<file path="config.mk">
export PLATFORM = sky130hd
export DESIGN_NAME = regincr_accum
export DESIGN_NICKNAME = d
export VERILOG_FILES = /design/src/rtl/regincr_accum.sv
export SDC_FILE = /design/constraint.sdc
export NUM_CORES = 1
export LEC_CHECK = 0
export BUFFER_PORTS_ARGS = -buffer_cell sky130_fd_sc_hd__buf_2
export CORE_UTILIZATION = 50
export CTS_CLUSTER_DIAMETER = 120
export DETAILED_ROUTE_END_ITERATION = 10
export PLACE_DENSITY = 0.73
export SYNTH_ARGS = -nofsm -noshare
export SYNTH_HDL_FRONTEND = slang
export SYNTH_SLANG_ARGS = --single-unit
</file>
<file path="constraint.sdc">
create_clock -name clk -period 5.7 [get_ports clk]
set_input_delay 0.855 -clock clk [delete_from_list [all_inputs] [get_ports clk]]
set_output_delay 0.855 -clock clk [all_outputs]
set_load 0.01 [all_outputs]
</file>
<file path="src/rtl/regincr_accum.sv">
// Batch accumulator: sums every p_count accepted inputs and holds the sum on a val/rdy output.
// Optional macro REGINCR_ACCUM_OVERLAP_EN lets the next batch start in the same cycle the sum is taken.
module regincr_accum #(
  parameter int p_nbits     = 8,
  parameter int p_count     = 4,
  parameter int p_sum_nbits = 16
) (
  input  logic                   clk,
  input  logic                   reset,
  input  logic [p_nbits-1:0]     in_msg,
  input  logic                   in_val,
  output logic                   in_rdy,
  output logic [p_sum_nbits-1:0] out_msg,
  output logic                   out_val,
  input  logic                   out_rdy
);

  typedef enum logic {ACCUM, DONE} state_t;

  localparam logic [7:0] LAST = 8'(p_count - 1);

  state_t                 state;
  logic [p_sum_nbits-1:0] sum_reg;
  logic [7:0]             cnt_reg;
  logic [p_sum_nbits-1:0] in_ext;
  logic                   in_xfer;
  logic                   out_xfer;

  assign in_ext   = p_sum_nbits'(in_msg);
  assign out_val  = (state == DONE);
  assign out_msg  = sum_reg;

`ifdef REGINCR_ACCUM_OVERLAP_EN
  assign in_rdy   = (state == ACCUM) || out_rdy;
`else
  assign in_rdy   = (state == ACCUM);
`endif

  assign in_xfer  = in_val && in_rdy;
  assign out_xfer = out_val && out_rdy;

  always_ff @(posedge clk) begin
    if (reset) begin
      state   <= ACCUM;
      sum_reg <= '0;
      cnt_reg <= '0;
    end else begin
      case (state)
        ACCUM: begin
          if (in_xfer) begin
            sum_reg <= sum_reg + in_ext;
            cnt_reg <= cnt_reg + 8'd1;
            if (cnt_reg == LAST) state <= DONE;
          end
        end
        DONE: begin
          if (out_xfer) begin
`ifdef REGINCR_ACCUM_OVERLAP_EN
            // A same-cycle input seeds the next batch instead of being dropped.
            if (in_xfer) begin
              sum_reg <= in_ext;
              cnt_reg <= 8'd1;
              state   <= (p_count == 1) ? DONE : ACCUM;
            end else begin
              sum_reg <= '0;
              cnt_reg <= '0;
              state   <= ACCUM;
            end
`else
            sum_reg <= '0;
            cnt_reg <= '0;
            state   <= ACCUM;
`endif
          end
        end
        default: state <= ACCUM;
      endcase
    end
  end

endmodule

</file>
# After elaboration in Yosys (flattened, before gate mapping)
# Cells that the tools add are included.
# W data, S select, Z words.
dict set report totals {
  ff_bits 25
  latchBits 0
  ramBits 0
  rom_bits 0
  input_bits 12
  out_inout_bits 18
  elab_cells 22
  n_memories 0
}
dict set report op_classes {
  add_sub_neg 2
  multipliers 0
  div 0
  order_cmp 0
  n_eq_ne 3
  n_shift 0
  mux 10
  n_bitwise 1
  reduce_logical 3
}
# cell n
set ops {}
lappend ops {{$mux W16} 2}
lappend ops {{$pmux W16 S2} 1}
lappend ops {{$add A16 B8 Y16} 1}
lappend ops {{$mux W8} 2}
lappend ops {{$pmux W8 S2} 1}
lappend ops {{$add A8 B1 Y8 const B} 1}
lappend ops {{$eq A8 B2 Y1 const B} 1}
lappend ops {{$ne A2 B1 Y1 const B} 2}
lappend ops {{$mux W1} 3}
lappend ops {{$logic_and A1 B1 Y1} 2}
lappend ops {{$pmux W1 S2} 1}
lappend ops {{$reduce_and A2 Y1} 1}
lappend ops {{$not A1 Y1} 1}

# Longest topological paths before layout
# Gate-level depths: netlist of the first run.
dict set report logic_depth {
  depth_word 4
  depth_mapped 9
  depth_no_buf 9
}

# Least setup slack after synthesis of the first run
# No wires, ideal clock.
dict set report synth_path {
  kind {in2reg}
  start {input in_msg[0]}
  end {register sum_reg[14], in the netlist out_msg[14]}
  setup_ns 0.059
  arrival_time_ns 2.409
  required_ns 5.641
  path_slack_ns 3.232
  cell_stages 8
  n_path_buf 0
  cell_sequence {ha_1 > inv_1 > fa_1 > nand2b_1 > a21oi_1 > o22ai_2 > nor4_1 > o221a_2}
}
dict set report synth_via {
  elab_chain_len 3
}
# element line
set synth_rtl {}
lappend synth_rtl {{start, declared} 10} ;# input logic [p_nbits-1:0] in_msg,
lappend synth_rtl {{$add A16 B8 Y16} 51} ;# sum_reg <= sum_reg + in_ext;
lappend synth_rtl {{$mux W16} 50} ;# if (in_xfer) begin
lappend synth_rtl {{$pmux W16 S2} 48} ;# case (state)
lappend synth_rtl {{end signal, assigned} 51}
lappend synth_rtl {{end, declared} 23} ;# logic [p_sum_nbits-1:0] sum_reg;
# No other way between the ends. The select of a mux whose other input is x is not followed.
# A chain may end at the register's enable or synchronous reset.

# Worst setup path in the final report of the first run
# Ends and elaborated chain as after synthesis.

==> results.toml, run 1 <==
[grt]
groute.usage.overall = 0.210
gr-total-overflow = 0
grt_antenna_before_repair = 0
first_pass_grt_wire_length_um = 5240
grt_pass1_vias = 1234
grt_max_degree = 21

[route]
detail_route.iter0.violations = 38
routed_vias = 1326
wl_um = 3050
ant_nets = 0
detail_route.wl_per_cell_um = 13.5
vias_per_cell = 5.87
drtPass1Iterations = 4
drcViolationCount = 0

[setup_path]
reg2reg_depth = 8
cp_data_arrival_time_ns = 2.75
required_time_of_the_critical_path_ns = 5.97
ff2ff_setup_slack_ns = 3.45
crit_end = "out_msg[14]$_SDFFE_PP0P_"
launching_instance_or_port_of_the_critical_path = "in_msg[0]"
worst_r2r_endpoint = "out_msg[14]$_SDFFE_PP0P_"
worst_setup_path_end_kind = "flip-flop"
timing.critical_path.fanout_max = 7
startpoint_type_of_the_worst_setup_path = "input port"
critPathKind = "in -> reg"
r2r_start = "out_msg[0]$_SDFFE_PP0P_"

[clocking]
cts.hold.buffers_added = 0
worst_setup_hold_path_clk_slew_ns = 0.13
cts_tree = "yes"
clock_tree.htree_level_count = 1
skew_pair_late_insertion_delay_ns = 0.32
clock_path_buffers = 2
cts_resized = 0
cts.sink_count = 25
cts-root-buf = "clkbuf_4"
cts_setup_buffers = 0
cts_buffers = 3

[sta]
setup_viol_count_final = 0
final_min_period_over_clock_period = 0.434
fin_setup_tns_ns = 0
period_needed_ns = 2.48
hold_violations = 0
slew-limit-headroom = 0.294
timing_max_transition_violations_final = 0
worst_pin_slew_ns = 1.06
fin_skew_ns = 0.00623
rsz0062_at_grt = "false"
max_freq_mhz = 404

[cells_and_area]
final_cell_mix = "buf_2 (29), nor2_1 (28), dfxtp_1 (25)"
finish.instance_area_um2 = 1620
antenna_cells = 0
largest_register_ffs = 16
nets = 218
utilization = 0.593
drive_gt1_frac = 0.231
final_common_cell = "buf_2"
area_growth_pct = 13.3

[place]
gpl.final_weighted_congestion = 0.895
io_buffer_count = 29
dpl-instance-area_um2 = 1600
dp_hpwl_um = 2230

[synth]
synth_async_sr_flop_share = 0
postSynthAreaPerCell_um2 = 8.57
instance_count_of_the_mapped_netlist = 167
yosysSeqAreaShare = 0.350
post_synth_num_cell_types = 44
synthesis.nets = 189
ys.warnings.count = 0
ys_seq_elements = 25
number_of_enable_type_register_cells_in_the_synthesized_netlist = 0
ys.flop_type = "dfxtp_1"
syn-cell-area_um2 = 1430

[floorplanning]
standard_cell_rows = 19
die_area_um2 = 3080
die_w_um = 55.5
pin_count = 30
fp.dieH_um = 55.5
initial_core_util = 0.524
floorplan.core_area_um2 = 2730

[job]
drv.max_cap_violation_count = 0

[outcome]
outcome = "finished clean"

[min_path]
hold_depth = 2
min_path_type = "reg -> reg"

[power_and_ir_drop]
worst_ir_drop_vdd_mv = 0.180
power_density_nw_per_um2 = 229
leakage_uw = 0.000690
[layer usage]
metal  global-route usage  vias to the layer above  wire length, µm
met2                0.365                       48             1470
met3               0.0562                        8              181
met4               0.0679                        0               34
met5                    0                        -                0
li1                     -                      658                -
met1                0.249                      612             1370
[critical path: stages]
cell and delay (ns):
buf_2 0.08, ha_1 0.18, inv_1 0.06, fa_1 0.37, nand2b_1 0.20, a21oi_1 0.28
o22ai_2 0.19, nor4_1 0.31, o221a_2 0.22
[cells in the mapped netlist (2+ instances only)]
master | n | area [µm²]
o31ai_1 | 2 | 15.0
nand4_1 | 4 | 25.0
nor3_1 | 5 | 25.0
ha_1 | 9 | 113
nand2b_1 | 5 | 31.3
or3_1 | 2 | 12.5
nand3_1 | 7 | 35.0
nor3b_1 | 2 | 15.0
nor2_1 | 28 | 105
xor2_1 | 6 | 52.6
dfxtp_1 | 25 | 500
inv_1 | 4 | 15.0
nand2_1 | 13 | 48.8
clkbuf_1 | 4 | 15.0
a22oi_1 | 5 | 37.5
mux2_2 | 2 | 22.5
a21oi_1 | 10 | 50.1
nor4_1 | 2 | 12.5
a31oi_1 | 2 | 12.5
o21ai_0 | 4 | 20.0
xnor2_1 | 3 | 26.3
[how the worst min path moves through the flow]
stage	startpoint	end	slack, ns
finish	out_msg[15]$_SDFFE_PP0P_	out_msg[15]$_SDFFE_PP0P_	0.49
global route	out_msg[15]$_SDFFE_PP0P_	out_msg[15]$_SDFFE_PP0P_	0.52
CTS	out_msg[15]$_SDFFE_PP0P_	out_msg[15]$_SDFFE_PP0P_	0.50
detailed placement	out_msg[15]$_SDFFE_PP0P_	out_msg[15]$_SDFFE_PP0P_	0.49
global placement	out_msg[15]$_SDFFE_PP0P_	out_msg[15]$_SDFFE_PP0P_	0.47
floorplan	cnt_reg[4]$_SDFFE_PP0P_	cnt_reg[4]$_SDFFE_PP0P_	0.46
[area by class of cell]
cell class | instances | area [µm²]
inverter | 4 | 15.0
timing repair buffer | 29 | 145
multi-input combinational | 133 | 896
clock buffer | 4 | 26.3
tap | 31 | 38.8
fill | 245 | 1110
sequential | 25 | 500
[logic make-up after synthesis]
family	count (synthesis)	share of synthesized area
adder cells (fa/ha/maj)	10	0.0927
flip-flops	25	0.350
AND/OR/NAND/NOR	76	0.261
AO/OA/AOI/OAI	36	0.201
buffers and inverters	9	0.0245
XOR/XNOR	9	0.0551
multiplexers	2	0.0157
[power breakdown]
part,internal (µW),switching [µW],total (µW)
registers,183,7.93,191
clock network,27.4,53.3,80.7
logic,41.7,58.2,99.9
[metrics by stage]
step,hold WS (ns),power (µW),cells,setup WS [ns]
floorplan,0.465,268,167,3.23
global placement,0.473,291,222,2.93
detailed placement,0.486,294,222,2.89
CTS,0.504,371,226,3.23
global route,0.525,391,226,3.06
finish,0.494,372,226,3.22
(Power assumes the default switching activity.)
==> run 2: changes to the inputs <==
- clock period: 5.7 -> 2.5 ns (I/O delays scaled with it)
==> results.toml, run 2 (synthesized netlist as in run 1, its figures left out) <==
[cells_and_area]
utilization = 0.599
antenna_cells = 0
nets = 220
area_growth_pct = 14.4
finish.instance_area_um2 = 1640
drive_gt1_frac = 0.244
final_common_cell = "buf_2"
layout.cells.non_filler = 228
final_cell_mix = "buf_2 (29), nor2_1 (28), dfxtp_1 (25)"
largest_register_ffs = 16

[clocking]
clock_tree.htree_level_count = 1
cts_buffers = 3
cts.sink_count = 25
cts_setup_buffers = 0
cts_tree = "yes"
cts_resized = 0
skew_pair_late_insertion_delay_ns = 0.32
cts-root-buf = "clkbuf_4"
cts.hold.buffers_added = 0
worst_setup_hold_path_clk_slew_ns = 0.15
clock_path_buffers = 2

[power_and_ir_drop]
leakage_uw = 0.000702
worst_ir_drop_vdd_mv = 0.410
int_pwr_uw = 575
portion_of_total_power_attributed_to_the_clock_network = 0.221
power_density_nw_per_um2 = 519
total_switching_power_uw = 276
power.sequential.fraction = 0.511
netSwitchingFraction = 0.324
pwr-share-comb = 0.268

[place]
dp_hpwl_um = 2290
gpl.final_weighted_congestion = 0.844
post-place-cells = 224
dpl-instance-area_um2 = 1610
io_buffer_count = 29

[sta]
setup_viol_count_final = 0
final_min_period_over_clock_period = 0.882
slew-limit-headroom = 0.549
fin_skew_ns = 0.00569
timing_max_transition_violations_final = 0
worst_pin_slew_ns = 0.676
fin_setup_tns_ns = 0
rsz0062_at_grt = "false"
max_freq_mhz = 453
hold_violations = 0
period_needed_ns = 2.21

[grt]
grt_pass1_vias = 1188
groute.usage.overall = 0.209
grt_max_degree = 21
first_pass_grt_wire_length_um = 5180
gr-total-overflow = 0
grt_antenna_before_repair = 0

[floorplanning]
floorplan.core_area_um2 = 2730
standard_cell_rows = 19
die_w_um = 55.5
initial_core_util = 0.524
pin_count = 30
die_area_um2 = 3080
fp.dieH_um = 55.5

[setup_path]
cp_data_arrival_time_ns = 2.48
path_delay_family = "compound AO/OA/AOI/OAI gates"
startpoint_type_of_the_worst_setup_path = "flip-flop"
worst_setup_path_end_kind = "flip-flop"
cp_slowest_stage_delay_ns = 0.39
required_time_of_the_critical_path_ns = 2.78
cells_along_the_critical_path = "ha_1, inv_1, fa_1, nand2b_1, a21oi_1, o22ai_2, nor4_1, o221a_2"
cp_num_buf_inv = 1
critPathKind = "reg -> reg"
timing.critical_path.fanout_max = 7
slowest_stage = "dfxtp_1"

[route]
vias_per_cell = 5.78
detail_route.wl_per_cell_um = 13.5
ant_nets = 0
drtPass1Iterations = 4
routed_vias = 1317
drcViolationCount = 0
detail_route.iter0.violations = 32
wl_um = 3090

[min_path]
min_path_type = "in -> reg"

[job]
drv.max_cap_violation_count = 0

[outcome]
outcome = "finished clean"
## run 2: worst min-delay path: stages
cell	delay, ns
buf_2	0.11
mux2_2	0.14
nor2_1	0.03
## run 2: metrics by stage
| stage | worst slack, ns | hold slack [ns] | power, µW |
|---|---|---|---|
| floorplan | 0.476 | 0.465 | 612 |
| detailed placement | 0.211 | 0.485 | 671 |
| global route | 0.164 | 0.368 | 898 |
| finish | 0.294 | 0.362 | 851 |
| global placement | 0.309 | 0.465 | 665 |
| CTS | 0.263 | 0.352 | 857 |
## run 2: worst paths after layout
kind	startpoint	end	slack, ns	cells after the start
max	out_msg[0]$_SDFFE_PP0P_	out_msg[14]$_SDFFE_PP0P_	0.29	8
min	out_rdy	out_val$_SDFF_PP0_	0.36	3
max reg2reg	out_msg[0]$_SDFFE_PP0P_	out_msg[14]$_SDFFE_PP0P_	0.29	8
min reg2reg	out_msg[15]$_SDFFE_PP0P_	out_msg[15]$_SDFFE_PP0P_	0.50	2
## run 2: power by group through the flow
stage	sequential [µW]	clock (µW)	combinational (µW)
after CTS	435	194	229
after floorplan	449	0	162
after global placement	442	0	222
final	435	188	228
after global routing	438	206	253
after detailed placement	444	0	227
## run 2: metal layers
layer  vias up  GRT usage  part of all wire
li1        661          -                 -
met1       616      0.281              0.47
met2        38      0.341              0.47
met3         2     0.0211             0.049
met4         0     0.0857            0.0055
met5         -          0                 0
## run 2: cell type report
class                   count  area [µm²]
clock buffers               3        22.5
clock inverters             1        5.00
fillers                   254        1100
inverters                   4        15.0
multi-input cells         133         896
flip-flops and latches     25         500
well taps                  31        38.8
repair buffers             31         160
==> run 3: changes to the inputs <==
--- a/config.mk
+++ b/config.mk
@@ -12,2 +12,3 @@
 export PLACE_DENSITY = 0.73
+export RECOVER_POWER = 100
 export SYNTH_ARGS = -nofsm -noshare
==> constraint.sdc (replaced) <==
create_clock -name clk -period 2.5 [get_ports clk]
set_input_delay 0.5 -clock clk [delete_from_list [all_inputs] [get_ports clk]]
set_output_delay 0.5 -clock clk [all_outputs]
set_load 0.01 [all_outputs]
==> results.toml, run 3 (synthesized netlist as in run 1, its figures left out) <==
[setup_path]
critPathKind = "reg -> reg"
required_time_of_the_critical_path_ns = 2.78
startpoint_type_of_the_worst_setup_path = "flip-flop"
cp_data_arrival_time_ns = 2.53
launching_instance_or_port_of_the_critical_path = "out_msg[0]$_SDFFE_PP0P_"
worst_setup_path_end_kind = "flip-flop"
r2r_start = "out_msg[0]$_SDFFE_PP0P_"
timing.critical_path.fanout_max = 7

[place]
dpl-instance-area_um2 = 1610
dp_hpwl_um = 2350
gpl.final_weighted_congestion = 0.842
io_buffer_count = 29

[route]
detail_route.wl_per_cell_um = 14.0
ant_nets = 0
routed-wl-met3_um = 170
wire_length_on_met1_um = 1500
drtPass1Iterations = 4
drcViolationCount = 0
vias_per_cell = 5.76
detail_route.iter0.violations = 48
wl_um = 3190
routed_vias = 1313
wl_met2_um = 1490
highest_layer = "met4"

[clocking]
skew_pair_late_insertion_delay_ns = 0.32
cts.hold.buffers_added = 0
cts_tree = "yes"
cts-root-buf = "clkbuf_4"
cts_setup_buffers = 0
clock_tree.htree_level_count = 1
clock_path_buffers = 2
worst_setup_hold_path_clk_slew_ns = 0.15
cts_buffers = 3
cts_resized = 0
cts.sink_count = 25

[sta]
worst_pin_slew_ns = 0.683
fin_skew_ns = 0.00477
slew-limit-headroom = 0.541
hold_violations = 0
period_needed_ns = 2.25
fin_setup_tns_ns = 0
max_freq_mhz = 444
final_min_period_over_clock_period = 0.901
setup_viol_count_final = 0
timing_max_transition_violations_final = 0
rsz0062_at_grt = "false"

[cells_and_area]
largest_register_ffs = 16
drive_gt1_frac = 0.127
antenna_cells = 0
area_growth_pct = 10.8
finish.instance_area_um2 = 1590
final_common_cell = "nor2_1"
nets = 220
fillerInstances = 269
final_cell_mix = "nor2_1 (28), dfxtp_1 (25), clkbuf_1 (20)"

[job]
drv.max_cap_violation_count = 0

[grt]
grt_pass1_vias = 1242
first_pass_grt_wire_length_um = 5310
grt_antenna_before_repair = 0
grt_max_degree = 21
gr-total-overflow = 0
groute.usage.overall = 0.213

[min_path]
hold_path_startpoint = "out_rdy"
min_path_type = "in -> reg"

[outcome]
outcome = "finished clean"

[floorplanning]
standard_cell_rows = 19
die_w_um = 55.5
fp.dieH_um = 55.5
die_area_um2 = 3080
initial_core_util = 0.524
pin_count = 30
floorplan.core_area_um2 = 2730

[power_and_ir_drop]
pwr-share-comb = 0.256
power_density_nw_per_um2 = 531
portion_of_total_power_attributed_to_the_clock_network = 0.227
leakage_uw = 0.000606
power.total_uw = 843
int_pwr_uw = 566
worst_ir_drop_vdd_mv = 0.313
total_switching_power_uw = 276
power.sequential.fraction = 0.517
netSwitchingFraction = 0.328
-- run 3: cell count changes in the layout (fill, tap and decap cells not counted), sizes merged --
cell and delta:
clkinvlp +1, clkinv -1, clkbuf +20, buf -20
-- run 3: path summary, 6_finish.rpt --
path | endpoint | slack (ns) | cells past startpoint
worst max-delay path | out_msg[14]$_SDFFE_PP0P_ | 0.25 | 8
worst min-delay path | out_val$_SDFF_PP0_ | 0.47 | 3
worst max register to register | out_msg[14]$_SDFFE_PP0P_ | 0.25 | 8
worst min register to register | out_msg[15]$_SDFFE_PP0P_ | 0.50 | 2
-- run 3: cell type report --
| class | count | area [µm²] | share of cell area |
|---|---|---|---|
| tap | 31 | 38.8 | 0.0245 |
| clock buffer | 3 | 22.5 | 0.0142 |
| sequential | 25 | 500 | 0.316 |
| inverter | 4 | 15.0 | 0.00947 |
| clock inverter | 1 | 7.51 | 0.00474 |
| multi-input combinational | 133 | 871 | 0.549 |
| timing repair buffer | 31 | 130 | 0.0821 |
-- run 3: per-layer routing --
metal  global-route usage  vias up
li1                     -      666
met4               0.0893        0
met1                0.274      602
met5                    0        -
met2                0.361       41
met3               0.0211        4
-- run 3: critical path: stages (launching register included) --
cell and delay (ns):
dfxtp_1 0.39, ha_1 0.18, inv_1 0.05, fa_1 0.37, nand2b_1 0.19, a21oi_1 0.24, o22ai_1 0.22, nor4_1 0.33
o221a_2 0.23
-- run 3: power by group through the flow --
stage,clock network (µW),registers (µW),logic [µW]
2_1_floorplan,0,449,162
3_3_place_gp,0,442,222
3_5_place_dp,0,444,232
4_1_cts,199,435,233
5_1_grt,215,438,238
6_report,191,435,216
-- run 3: stage by stage --
stage | hold slack, ns | std cells | util | setup WS, ns
finish | 0.470 | 228 | 0.580 | 0.249
global route | 0.457 | 228 | 0.580 | 0.107
CTS | 0.464 | 228 | 0.600 | 0.265
detailed placement | 0.478 | 224 | 0.589 | 0.0631
global placement | 0.464 | 224 | 0.589 | 0.183
floorplan | 0.465 | 167 | - | 0.387
